==> config.mk <==
export PLATFORM = sky130hd
export DESIGN_NAME = flapjack_periph_bus
export DESIGN_NICKNAME = d
export VERILOG_FILES = /design/src/rtl/flapjack_bus_pkg.sv /design/src/rtl/flapjack_bus_timeout.sv /design/src/rtl/flapjack_periph_bus.sv
export SDC_FILE = /design/constraint.sdc
export NUM_CORES = 1
export LEC_CHECK = 0
export CAP_MARGIN = 5
export CELL_PAD_IN_SITES_DETAIL_PLACEMENT = 2
export CELL_PAD_IN_SITES_GLOBAL_PLACEMENT = 2
export CORE_ASPECT_RATIO = 1.4
export CORE_UTILIZATION = 24
export CTS_CLUSTER_SIZE = 24
export DETAILED_ROUTE_END_ITERATION = 7
export GPL_ROUTABILITY_DRIVEN = 1
export GPL_TIMING_DRIVEN = 0
export PLACE_DENSITY = 0.84
export SYNTH_ARGS = -nofsm -noshare
export SYNTH_HDL_FRONTEND = slang
export SYNTH_SLANG_ARGS = --single-unit
==> constraint.sdc <==
create_clock -name clk_sys -period 2.19 [get_ports clk_sys]
set_clock_uncertainty 0.2 [all_clocks]
set_input_delay 0.657 -clock clk_sys [delete_from_list [all_inputs] [get_ports clk_sys]]
set_output_delay 0.657 -clock clk_sys [all_outputs]
set_load 0.1 [all_outputs]
==> src/rtl/flapjack_bus_pkg.sv <==
// Shared types and constants for the flapjack peripheral bus and the bus peripherals
// that hang off it.
package flapjack_bus_pkg;

   typedef enum logic [1:0] {
      IDLE   = 2'd0,
      ACCESS = 2'd1,
      RESP   = 2'd2
   } bus_state_t;

   localparam int STAT_W = 8;

   // Width of the peripheral-local offset once the select bits are stripped off.
   function automatic int offs_w(input int addr_w, input int sel_w);
      return addr_w - sel_w;
   endfunction

endpackage

==> src/rtl/flapjack_bus_timeout.sv <==
// Loadable up-counter with clear and enable.
// expire is high while the count sits at TIMEOUT-1.
module flapjack_bus_timeout #(
   parameter int TIMEOUT = 255,
   parameter int CNT_W   = (TIMEOUT < 2) ? 1 : $clog2(TIMEOUT)
) (
   input  logic             clk_sys,
   input  logic             rst_n,
   input  logic             clr,
   input  logic             load,
   input  logic [CNT_W-1:0] load_val,
   input  logic             en,
   output logic             expire
);

   localparam logic [CNT_W-1:0] LAST = CNT_W'(TIMEOUT - 1);

   logic [CNT_W-1:0] cnt;

   // Counting stops at LAST so that a caller which ignores expire cannot wrap around.
   always_ff @(posedge clk_sys or negedge rst_n) begin
      if (!rst_n)
         cnt <= '0;
      else if (clr)
         cnt <= '0;
      else if (load)
         cnt <= load_val;
      else if (en && cnt != LAST)
         cnt <= cnt + 1'b1;
   end

   assign expire = (cnt == LAST);

endmodule

==> src/rtl/flapjack_periph_bus.sv <==
// Address-decoded request/ack fabric between flapjack_core and NUM_PERIPH peripherals.
// Only one transaction is outstanding at a time; each access has a timeout and timeouts are counted.
module flapjack_periph_bus
   import flapjack_bus_pkg::*;
#(
   parameter int NUM_PERIPH = 4,
   parameter int ADDR_W     = 16,
   parameter int DATA_W     = 16,
   parameter int SEL_W      = 2,
   parameter int TIMEOUT    = 255
) (
   input  logic                         clk_sys,
   input  logic                         rst_n,
   input  logic                         h_req,
   input  logic                         h_we,
   input  logic [ADDR_W-1:0]            h_addr,
   input  logic [DATA_W-1:0]            h_wdata,
   output logic                         h_ready,
   output logic                         h_rvalid,
   output logic [DATA_W-1:0]            h_rdata,
   output logic                         h_err,
   output logic [NUM_PERIPH-1:0]        p_req,
   output logic                         p_we,
   output logic [ADDR_W-SEL_W-1:0]      p_addr,
   output logic [DATA_W-1:0]            p_wdata,
   input  logic [NUM_PERIPH-1:0]        p_ack,
   input  logic [NUM_PERIPH*DATA_W-1:0] p_rdata,
   output logic [STAT_W-1:0]            stat_timeouts,
   output bus_state_t                   dbg_state
);

   localparam int OFFS_W = offs_w(ADDR_W, SEL_W);
   localparam logic [NUM_PERIPH-1:0] PORT0 = NUM_PERIPH'(1);
   localparam logic [SEL_W:0]        NUM_P = (SEL_W + 1)'(NUM_PERIPH);

   if (NUM_PERIPH < 1 || NUM_PERIPH > 2 ** SEL_W) begin : g_bad_num_periph
      $error("flapjack_periph_bus: NUM_PERIPH must be in 1 .. 2**SEL_W");
   end
   if (TIMEOUT < 1) begin : g_bad_timeout
      $error("flapjack_periph_bus: TIMEOUT must be at least 1");
   end

   bus_state_t        state;
   logic [SEL_W-1:0]  h_sel;
   logic [SEL_W-1:0]  sel_q;
   logic              sel_ok;
   logic              accept;
   logic              ack_hit;
   logic              tmo_expire;
   logic [DATA_W-1:0] rd_slice;

   // Host handshake: a request transfers on any cycle where h_req and h_ready are both high;
   // h_req is held until then. Every accepted request ends in exactly one h_rvalid pulse,
   // with h_rdata/h_err valid in that cycle. Peripheral side: p_req stays high until p_ack.
   assign accept = h_req & h_ready;
   assign h_sel  = h_addr[ADDR_W-1 -: SEL_W];
   assign sel_ok = ({1'b0, h_sel} < NUM_P);

   // p_req is non-zero only in ACCESS and only on the selected port, so this
   // masks out stray acks without decoding the state again.
   assign ack_hit  = |(p_ack & p_req);
   assign rd_slice = p_rdata[sel_q*DATA_W +: DATA_W];

   flapjack_bus_timeout #(
      .TIMEOUT (TIMEOUT)
   ) u_timeout (
      .clk_sys  (clk_sys),
      .rst_n    (rst_n),
      .clr      (accept),
      .load     (1'b0),
      .load_val ('0),
      .en       (state == ACCESS && !ack_hit),
      .expire   (tmo_expire)
   );

   always_ff @(posedge clk_sys or negedge rst_n) begin
      if (!rst_n) begin
         state         <= IDLE;
         h_ready       <= 1'b1;
         h_rvalid      <= 1'b0;
         h_rdata       <= '0;
         h_err         <= 1'b0;
         p_req         <= '0;
         p_we          <= 1'b0;
         p_addr        <= '0;
         p_wdata       <= '0;
         sel_q         <= '0;
         stat_timeouts <= '0;
      end else begin
         case (state)
            IDLE: begin
               if (accept) begin
                  h_ready <= 1'b0;
                  p_we    <= h_we;
                  p_addr  <= h_addr[OFFS_W-1:0];
                  p_wdata <= h_wdata;
                  sel_q   <= h_sel;
                  if (sel_ok) begin
                     p_req <= PORT0 << h_sel;
                     state <= ACCESS;
                  end else begin
                     h_rvalid <= 1'b1;
                     h_err    <= 1'b1;
                     h_rdata  <= '0;
                     state    <= RESP;
                  end
               end
            end
            ACCESS: begin
               // An ack in the final allowed cycle takes priority over the timeout.
               if (ack_hit) begin
                  p_req    <= '0;
                  h_rdata  <= p_we ? '0 : rd_slice;
                  h_err    <= 1'b0;
                  h_rvalid <= 1'b1;
                  state    <= RESP;
               end else if (tmo_expire) begin
                  p_req    <= '0;
                  h_rdata  <= '0;
                  h_err    <= 1'b1;
                  h_rvalid <= 1'b1;
                  if (stat_timeouts != '1)
                     stat_timeouts <= stat_timeouts + 1'b1;
                  state    <= RESP;
               end
            end
            RESP: begin
               h_rvalid <= 1'b0;
               h_ready  <= 1'b1;
               state    <= IDLE;
            end
            default: begin
               p_req    <= '0;
               h_rvalid <= 1'b0;
               h_ready  <= 1'b1;
               state    <= IDLE;
            end
         endcase
      end
   end

   assign dbg_state = state;

endmodule

Yosys cells after proc, flatten, opt, wreduce, memory -nomap -nowiden:

Cells that the tools add are included.

* bits in registers: 74
* bits of input ports: 104
* output and inout port bits: 64
* logic and storage cells: 62

* add/subtract/negate cells: 2
* equal/unequal tests: 7
* shift operators: 2
* mux-type cells: 19
* bitwise logic cells: 6
* reductions and logical operators: 14

Operators with widths (count)
* indexed part select 64 x 7 -> 16 bit: 1
* two-way mux 16 bit: 3
* adder 8 x 1 -> 8 bit (second input constant): 2
* two-way mux 8 bit: 2
* != test 8 bit (second input constant): 2
* two-way mux 4 bit: 3
* one-hot mux 4 bit (3 select lines): 1
* AND reduction 2 bit: 5
* equality test 8 bit (second input constant): 1
* two-way mux 2 bit: 3
* bitwise AND 4 bit: 1
* two-way mux 1 bit: 4
* NOT 1 bit: 4
* one-hot mux 1 bit (2 select lines): 2
* one-hot mux 2 bit (2 select lines): 1
* AND reduction 4 bit: 1
* nonzero test 2 bit: 2
* OR reduction 4 bit: 1
* << shifter 1 x 2 -> 4 bit (first input constant): 1
* != test 3 bit (second input constant): 1
* AND reduction 3 bit: 1
* equality test 2 x 1 -> 1 bit (second input constant): 1
* equality test 2 bit (second input constant): 1
* logical AND 1 bit: 2
* 4 further kinds: 4

Logic depth before layout (Yosys ltp):

* word-level depth: 7
* gate-level depth with buffers: 7
* gate-level depth less buffers: 6

Hierarchy:

A second synthesis with hierarchy kept.

* cell total of the unflattened synthesis: 306
* area total of the unflattened synthesis: 3682.3 um2

By module, submodules not included
* flapjack_periph_bus: instances 1, cells an instance 241, area an instance 3099.2 um2, seq. area each 1652.8 um2
* flapjack_bus_timeout: instances 1, cells an instance 65, area an instance 583.1 um2, seq. area each 200.2 um2

Least setup slack after synthesis:

Ideal clock, no wire load.

* kind: register to register
* start point: reg stat_timeouts[0]
* end point: reg stat_timeouts[6]
* library setup time: 128 ps
* arrival: 2169 ps
* data required time: 1862 ps
* setup slack: -308 ps
* stages on the path, launching flop included: 6
* path buffers: 0
* period minus slack after synthesis: 2498 ps
* cells stage by stage: dfrtp_1 > ha_1 > nand3_1 > or2_1 > nor3_1 > mux2_1

* longest elaborated chain between the ends: 2
* elaborated cells on any way between the ends: 3
* those cells by class: 1 x add/sub; 1 x eq/ne; 1 x reduce/logical

Ends and longest elaborated chain
* start, declared: line flapjack_periph_bus.sv:28 `output logic [STAT_W-1:0] stat_timeouts,`
* start signal, assigned: line flapjack_periph_bus.sv:123 `stat_timeouts <= stat_timeouts + 1'b1;`
* parallel branches: the longest is 2 deep, another holds adder 8 x 1 -> 8 bit

Parallel ways; which one is timed is not known.
A chain may end at the register's enable or synchronous reset.

Final worst setup path:

* start point: reg stat_timeouts[1]
* end point: out stat_timeouts[1]

No word-level cell between the ends.

==> flow_summary_export.csv <==
group,metric,value,unit
synth,ys_ff_latch,74,
die,core,14500,sq um
worst_setup_path,arrival,1.31,ns
cts,clk_pin_slew,0.06,ns
worst_setup_path,startpoint_type,"flop",
synth,syn-num-nets,466,
power_and_ir_drop,pwr-share-comb,63.7,%
sta,final.setup.tns,0,ns
sta,worstMarginPinSlew,0.624,ns
finish,nets,657,
drt,drc,0,
finish,layout-drive-gt1-share,29.2,%
place,io_buffers,167,
synth,synthArstFlopShare,100,%
die,ioPinCount,168,
global_routing,grt_max_degree,51,
die,rows,52,
worst_setup_path,worstPathMaxFanout,5,
synth,ys_seq_area_share,51.6,%
global_routing,first_global_vias,4267,
power_and_ir_drop,seq_power_share,21.3,%
synth,syn_area,3590,sq um
worst_setup_path,critPathBufInv,1,
drt,drt-total-wl,14100,microns
place,place_area,5540,sq um
synth,ys.flop_type,"dfrtp_1",
place,dp_hpwl,10500,microns
global_routing,globalRoute.totalOverflow,0,
worst_setup_path,regToRegSetupSlack,0.05,ns
finish,layout_common_cells,"nand2_1, clkdlybuf4s50_1, dfrtp_1",
worst_setup_path,worstSetupPathType,"reg2out",
sta,maxSlewViolCount,0,
place,place.gp.congestion,0.735,
drt,dr.pass1.iters,6,
run_status,status,"finished clean",
power_and_ir_drop,ir_drop,0.864,mV
power_and_ir_drop,powerDensity,1730,nW/um^2
worst_setup_path,worstPathCellList,"clkdlybuf4s18_2",
finish,final_common_cell,"nand2_1",
sta,finalCritPeriodShare,98.8,%
worst_setup_path,crit_family,"buffers and inverters",
worst_hold_path,worst_hold_path_type,"in2async",
cts,cts_tree,"done",
finish,layoutNonFillerInstCount,744,
power_and_ir_drop,power.leakage,2.61,nW
cts,clock_latency,0.33,ns
finish,areaGrowthSynthToFinish,72.6,%
cts,clock-root-buffer,"clkbuf_16",
finish,fin_area,6190,sq um
sta,fmax,462,MHz
place,dp.cells,716,
synth,yosysTopAreaCell,"dfrtp_1",
power_and_ir_drop,clkPwrFrac,15.0,%
global_routing,grt_pass1_wl,22200,microns
die,die_w,105,microns
cts,clock-sinks,74,
worst_setup_path,slowest_stage,"clkdlybuf4s18_2",
synth,yosys_warnings,0,
cts,clockBufferDepth,2,
drt,viasPerCell,4.78,
sta,setup_violations,0,
global_routing,grtUsageTotal,18.4,%
cts,cts_buffers,9,
sta,final_hold_viol_count,0,
finish,diodes,0,
power_and_ir_drop,switching_power,0.00608,W
sta,layout_min_cycle_time,2.16,ns
finish,fillerInstances,1515,
synth,netlist_top_cells_area,"dfrtp_1, nand2_1, mux4_2",
synth,synth_top_area_share,50.9,%
synth,synth_cell_types,46,
die,start_util,24.7,%
global_routing,antenna_found_initial,0,
synth,synth_edf_count,0,
die,dieArea,15500,sq um
drt,wl_per_cell,19.0,microns
sta,fin_ws,0.0269,ns
sta,hold_ws,0.0399,ns
place,place_ws,-0.685,ns
power_and_ir_drop,switching_share,56.7,%
worst_setup_path,critical-path-max-stage-delay,0.56,ns
cts,htreeDepth,3,
worst_setup_path,cp.required,1.33,ns
worst_setup_path,crit_path_end_kind,"primary output",
synth,postSynthCellCount,359,
power_and_ir_drop,power.internal,0.00464,W
sta,relSlewSlack,58.4,%
drt,final_antenna_net_count,0,
job,cap_violations,0,
synth,avgSynthCellArea,10.0,sq um
drt,drt_iter0_markers,54,
die,fp.dieH,147,microns
drt,num_vias,3557,
## power by group through the flow
stage / clock network, W / registers, W / logic, W
2_1_floorplan: 0 / 0.00572 / 0.00141
5_1_grt: 0.00170 / 0.00236 / 0.00715
6_report: 0.00161 / 0.00228 / 0.00684
4_1_cts: 0.00165 / 0.00230 / 0.00674
3_5_place_dp: 0 / 0.00232 / 0.00672
3_3_place_gp: 0 / 0.00227 / 0.00657
## cells in the mapped netlist (2+ instances only)
cell type and n:
a21o_1 2, a21oi_1 8, a22o_1 2, a22oi_2 2, and3_1 2, and4_1 2
buf_1 3, buf_2 3, buf_4 2, buf_6 2, clkbuf_1 11, dfrtp_1 73
ha_1 3, inv_1 24, mux2_1 3, mux4_2 16, nand2_1 106, nand2b_1 2
nand3_1 8, nand4_1 18, nor2_1 4, nor3_1 3, nor3_2 2, nor4_1 6
o21ai_1 21, o22ai_1 3, o31ai_1 2, or3_1 3, or4_1 2, xor2_1 5
## flip-flops by register name, summed over array words and instances (netlist names)
register / cells
h_rdata: 16
p_wdata: 16
p_addr: 14
stat_timeouts: 8
u_timeout.cnt: 8
p_req: 4
dbg_state: 2
sel_q: 2
h_err: 1
h_ready: 1
h_rvalid: 1
p_we: 1
## repair_timing
| item | in CTS | in global routing |
|---|---|---|
| pin swaps | 4 | 10 |
| setup endpoints to repair | 124 | 63 |
| gates resized for setup | 224 | 40 |
| cloned | 0 | 1 |
| hold buffers | 0 | 0 |
| setup buffers | 4 | 9 |
## cell type report
type	count	area (sq um)	area share (%)
Tap cell	189	236	3.82
Sequential cell	74	1870	30.2
Inverter	25	93.8	1.51
Timing Repair Buffer	182	1850	29.9
Buffer	20	133	2.14
Clock inverter	5	77.6	1.25
Clock buffer	11	243	3.92
Multi-Input combinational cell	238	1690	27.2
## routing by layer
metal	GRT usage, %	part of all wire (%)	vias to the layer above
met3	5.00	5.5	16
met1	18.4	35	1810
met4	4.37	1.3	0
li1	-	-	1626
met5	0	0	-
met2	36.6	58	105
## cells by family (layout without fill, tap and decap cells)
kind of cell | count (synthesis) | count (layout) | share of synthesized area (%)
buf+inv | 47 | 243 | 5.68
mux | 19 | 19 | 11.0
fa+ha+maj | 3 | 3 | 1.05
xor+xnor | 5 | 5 | 1.22
compound gates | 47 | 47 | 8.16
simple gates | 164 | 164 | 21.3
flops | 74 | 74 | 51.6
## path summary, 6_finish.rpt
path                             startpoint                to  cells after the start
setup / recovery           stat_timeouts[1]  stat_timeouts[1]                      1
hold / removal                        rst_n  stat_timeouts[6]                      1
setup reg to reg           u_timeout.cnt[1]  u_timeout.cnt[3]                      5
hold reg to reg                   p_addr[5]         p_addr[5]                      2
max in group asynchronous             rst_n           h_ready                      2
min in group clk_sys              p_addr[5]         p_addr[5]                      2
## stage by stage
| step | total power [W] | utilization (%) |
|---|---|---|
| after floorplan | 0.00713 | - |
| after global placement | 0.00884 | 38.0 |
| after detailed placement | 0.00904 | 38.2 |
| after CTS | 0.0107 | 41.6 |
| after global routing | 0.0112 | 42.7 |
| final | 0.0107 | 42.7 |
Power figures use the tool's default switching activity.
==> variant 1, RTL diff (same settings) <==
Put one more register stage on the output `stat_timeouts`, cleared by the reset. The value now appears one clock later. The other outputs are not delayed to match.
--- a/src/rtl/flapjack_periph_bus.sv
+++ b/src/rtl/flapjack_periph_bus.sv
@@ -32,6 +32,8 @@
    localparam int OFFS_W = offs_w(ADDR_W, SEL_W);
    localparam logic [NUM_PERIPH-1:0] PORT0 = NUM_PERIPH'(1);
    localparam logic [SEL_W:0]        NUM_P = (SEL_W + 1)'(NUM_PERIPH);
+
+   logic [STAT_W-1:0] stat_timeouts_s0;
 
    if (NUM_PERIPH < 1 || NUM_PERIPH > 2 ** SEL_W) begin : g_bad_num_periph
       $error("flapjack_periph_bus: NUM_PERIPH must be in 1 .. 2**SEL_W");
@@ -85,7 +87,7 @@
          p_addr        <= '0;
          p_wdata       <= '0;
          sel_q         <= '0;
-         stat_timeouts <= '0;
+         stat_timeouts_s0 <= '0;
       end else begin
          case (state)
             IDLE: begin
@@ -119,8 +121,8 @@
                   h_rdata  <= '0;
                   h_err    <= 1'b1;
                   h_rvalid <= 1'b1;
-                  if (stat_timeouts != '1)
-                     stat_timeouts <= stat_timeouts + 1'b1;
+                  if (stat_timeouts_s0 != '1)
+                     stat_timeouts_s0 <= stat_timeouts_s0 + 1'b1;
                   state    <= RESP;
                end
             end
@@ -141,5 +143,13 @@
 
    assign dbg_state = state;
 
+   always_ff @(posedge clk_sys or negedge rst_n) begin
+      if (!rst_n) begin
+         stat_timeouts <= '0;
+      end else begin
+         stat_timeouts <= stat_timeouts_s0;
+      end
+   end
+
 endmodule
 
Behaviour: same outputs for any inputs over 4 cycles, from zero or initial values and one cycle with rst_n low; that may be too few to reach the edited logic, so the function may still have changed.
==> variant 1 against the original RTL <==
Synthesized area increased by 6.2%. Register-to-register slack better by 0.04 ns. First-iteration DRC count is 67% higher. Global-route usage down 0.67 points. Wire length is 1.8% higher. Power is 0.22% lower. Clock power up 4%. Sequential cell count increased by 8. Sequential share of layout area up 2.4 points. Cell area is 2.4% higher. Worst setup slack worse by 0.016 ns. Critical path type unchanged.
==> variant 1: results (changes against the original RTL) <==
outcome: "complete, no violations"
grt_pass1_wl_mm: 21.9  # -1.1%
ys_seq_area_frac: 0.539  # +0.0222
syn-num-nets: 467  # +0.21%
routed_via_density: 4.75  # -0.70%
antenna_found_initial: 0  # unchanged
ys_ff_latch: 82  # +11%
crit_slowest_cell: "clkdlybuf4s15_2"
grt_use_met1: 0.194  # +0.00974
grt_pass1_vias: 4051  # -5.1%
grt_usage: 0.177  # -0.00674
place_congestion: 0.695  # -5.4%
p_leak_nw: 2.78  # +6.5%
path_max_fanout: 4  # -1
synthCells: 360  # +0.28%
grt_use_met3: 0.0422  # -0.00783
ys_top_cells_by_area: "dfrtp_1 (53%), nand2_1 (10%), mux4_2 (9.5%)"
grt_max_degree: 70  # +37%
hold_class: "flop to flop"
max_stage_delay_ns: 0.58  # +0.02 ns
num-fill-cells: 1652  # +9.0%
top_regs: "h_rdata: 16 flops, p_wdata: 16 flops, p_addr: 14 flops"
synth_fa_ha_area_frac: 0.00985  # -0.000615
dr_wl_met2_mm: 7.90  # -3.3%
nets: 655  # -0.30%
rrSetupSlack_ns: 0.09  # +0.04 ns
met2_usage: 0.330  # -0.0361
maxSlewHeadroom: 0.583  # -0.000858
wl_per_cell_um: 19.2  # +1.1%
place_hpwl_mm: 10.6  # +0.54%
drtIter0Drc: 90  # +67%
dp.cells: 724  # +1.1%
met1Wirelength_mm: 5.30  # +6.3%
yosysUniqueCellTypes: 49  # +6.5%
ys_async_sr_fraction: 1.00  # unchanged
drive_gt1_frac: 0.271  # -0.0206
synth_mux_area_frac: 0.103  # -0.00645
synth-xor-area-share: 0.0115  # -0.000717
ys_top_cells_by_count: "nand2_1 (106), dfrtp_1 (81), inv_1 (20), o21ai_0 (20)"
variant 1: layout make-up:
class	count	area (um2)	share of cell area
Buffer	20	129	0.0203
Clock inverter	7	101	0.0160
Clock buffer	9	225	0.0355
Sequential cell	82	2070	0.326
Tap cell	196	245	0.0387
Timing Repair Buffer	178	1850	0.291
Multi-Input combinational cell	236	1650	0.260
Inverter	21	78.8	0.0124
variant 1: cells by family after synthesis:
logic type / Yosys count
xor+xnor: 5
mux: 19
buf+inv: 42
flops: 82
simple gates: 164
compound gates: 45
fa+ha+maj: 3
variant 1: path summary, 6_finish.rpt:
kind | startpoint | endpoint | cells after the start
worst max-delay path | p_req[3] | p_req[3] | 1
worst min-delay path | stat_timeouts_s0[3] | stat_timeouts[3] | 0
worst max register to register | dbg_state[0] | stat_timeouts_s0[6] | 6
worst min register to register | stat_timeouts_s0[3] | stat_timeouts[3] | 0
max in group asynchronous | rst_n | p_req[1] | 3
min in group asynchronous | rst_n | stat_timeouts_s0[5] | 2
variant 1: through the flow:
stage	setup WS [ns]	hold WS, ns	util	area [um2]
floorplan	0.0219	0.161	-	3830
global placement	-3.43	0.220	0.370	5750
detailed placement	-0.617	0.247	0.371	5770
CTS	0.00104	0.254	0.404	6280
global route	-0.0110	0.268	0.408	6340
finish	0.0106	0.251	0.408	6340
variant 1: report_power, final:
group	total (mW)	internal, mW	switching, mW
logic	6.59	1.64	4.95
registers	2.43	2.06	0.367
clock network	1.68	1.01	0.669
variant 1: what timing repair did:
action                                  CTS  global route
buffers inserted                          2             6
gates cloned                              1             0
resized for setup                       229             8
endpoints found under the setup margin  122            28
pin swaps                                 5             2
endpoints found under the hold margin    13             0
hold buffers                              1             0
==> variant 2, RTL diff (same settings) <==
Without the edit above. Change the parameter `DATA_W` from 16 to 32.
--- a/src/rtl/flapjack_periph_bus.sv
+++ b/src/rtl/flapjack_periph_bus.sv
@@ -5,7 +5,7 @@
 #(
    parameter int NUM_PERIPH = 4,
    parameter int ADDR_W     = 16,
-   parameter int DATA_W     = 16,
+   parameter int DATA_W     = 32,
    parameter int SEL_W      = 2,
    parameter int TIMEOUT    = 255
 ) (
Ports: changed (resized h_rdata, h_wdata, p_rdata and p_wdata); port bits go from 168 to 280. No check against the original RTL was run, so the function may have changed too.
==> variant 2 against the original RTL <==
Sequential power rose by 44%. Power rose by 42%. Final cell count up 33%. Sequential cell count increased by 32. Synthesized area grew 45%. Via count increased by 36%. Cell area is 46% higher. Maximum frequency fell by 0.29%. Wire length is 47% higher. Clock power is 6% lower. Worst setup slack lost 0.0062 ns. Largest cell class unchanged. Largest power group unchanged.
==> variant 2: results (changes against the original RTL) <==
place_hpwl_mm: 16.1  # +53%
cts_buffers: 9  # unchanged
path_delay_family: "buffers and inverters"
vias: 4836  # +36%
yosysUniqueCellTypes: 44  # -4.3%
cts_buffer_depth: 2  # unchanged
max_stage_delay_ns: 0.56  # about the same
crit_slowest_cell: "clkdlybuf4s18_2"
clkTransAtPathRegs_ns: 0.08  # +0.02 ns
nets: 915  # +39%
root_buffer: "clkbuf_16"
synth_warnings: 0  # unchanged
grt_pass1_vias: 5664  # +33%
vdd_drop_max_mv: 0.798  # -7.6%
syn-num-nets: 602  # +29%
place_congestion: 0.788  # +7.2%
wl_per_cell_um: 20.9  # +10%
io_buffers: 279  # +67%
worstMarginPinSlew_ns: 0.786  # +0.162 ns
p_leak_nw: 3.65  # +40%
crit_arrival_ns: 1.31  # about the same
ys_top_cells_by_area: "dfrtp_1 (51%), mux4_2 (14%), mux2_2 (11%)"
ys_seq_area_frac: 0.511  # -0.00580
hold_class: "input pin to async pin"
path_max_fanout: 2  # -3
h-tree-depth: 3  # unchanged
clk_latency_ns: 0.36  # +0.03 ns
grt_max_degree: 57  # +12%
drt-pass1-iter-count: 4  # -2
outcome: "complete, no violations"
drtIter0Drc: 137  # +150%
grt_pass1_wl_mm: 32.0  # +44%
diodes: 0  # unchanged
top_regs: "h_rdata: 32 flops, p_wdata: 32 flops, p_addr: 14 flops"
ant_nets: 0  # unchanged
swShare: 0.575  # +0.00785
ys_top_cells_by_count: "dfrtp_1 (105), mux2_2 (51), inv_1 (37)"
ys_async_sr_fraction: 1.00  # unchanged
grt_usage: 0.192  # +0.00800
placed_area_mm2: 0.00840  # +52%
drive_gt1_frac: 0.360  # +0.0683
antenna_found_initial: 0  # unchanged
[variant 2: changes by cell type after synthesis, sizes merged, moves of 6 or more]
cell   unedited run  this run
buf              10        16
inv              24        37
o21ai            22        36
dfrtp            73       105
mux2              3        51
nand2           106        13
mux4             16        32
nand4            18        35
[variant 2: layer usage]
layer  track usage  up-vias  wire length (um)
met3        0.0530       34              1360
met2         0.368      237             11600
met4        0.0899        0               762
li1              -     2153                 -
met5             0        -                 0
met1         0.189     2412              7070
[variant 2: area by class of cell]
class / count / area, um2
plain buffers: 30 / 228
fillers: 2161 / 12200
flip-flops and latches: 106 / 2670
repair buffers: 303 / 3000
clock buffers: 14 / 244
clock inverters: 2 / 15.0
multi-input cells: 241 / 2400
inverters: 37 / 139
well taps: 260 / 325
[variant 2: cell families after synthesis]
family,after synthesis,synth area share
compound gates,59,0.0664
mux,87,0.257
fa+ha+maj,3,0.00722
simple gates,87,0.0963
xor+xnor,5,0.00843
buf+inv,68,0.0542
flops,106,0.511
[variant 2: power groups by stage]
stage / Clock [mW] / Combinational (mW) / Sequential, mW
2_1_floorplan: 0 / 2.33 / 8.43
3_3_place_gp: 0 / 10.1 / 3.21
3_5_place_dp: 0 / 10.3 / 3.30
4_1_cts: 1.59 / 10.4 / 3.27
5_1_grt: 1.65 / 10.8 / 3.40
6_report: 1.52 / 10.4 / 3.28
[variant 2: final timing paths]
| kind | cells after the start | slack [ns] | end | startpoint |
|---|---|---|---|---|
| max | 1 | 0.02 | h_err | h_err |
| min | 1 | 0.17 | p_addr[0] | rst_n |
| max reg2reg | 7 | 0.04 | stat_timeouts[3] | u_timeout.cnt[0] |
| min reg2reg | 1 | 0.30 | stat_timeouts[0] | stat_timeouts[0] |
| max in group asynchronous | 2 | 0.89 | p_wdata[7] | rst_n |
| min in group clk_sys | 1 | 0.30 | stat_timeouts[0] | stat_timeouts[0] |
[variant 2: timing repair]
| item | 4_1_cts | 5_1_grt |
|---|---|---|
| resized for setup | 368 | 32 |
| endpoints found under the setup margin | 195 | 58 |
| pin swaps | 8 | 3 |
| buffers inserted | 15 | 8 |
| cloned | 0 | 0 |
[variant 2: through the flow]
stage / worst slack, ns / utilization / TNS (ns) / cells / hold WS [ns]
2_1_floorplan: -0.0546 / - / -0.0546 / 415 / 0.161
3_3_place_gp: -4.61 / 0.395 / -482.78 / 954 / 0.279
3_5_place_dp: -0.718 / 0.396 / -77.28 / 955 / 0.281
4_1_cts: -0.00233 / 0.422 / -0.00439 / 986 / 0.206
5_1_grt: -0.00993 / 0.425 / -0.0130 / 993 / 0.217
6_report: 0.0207 / 0.425 / 0 / 993 / 0.174
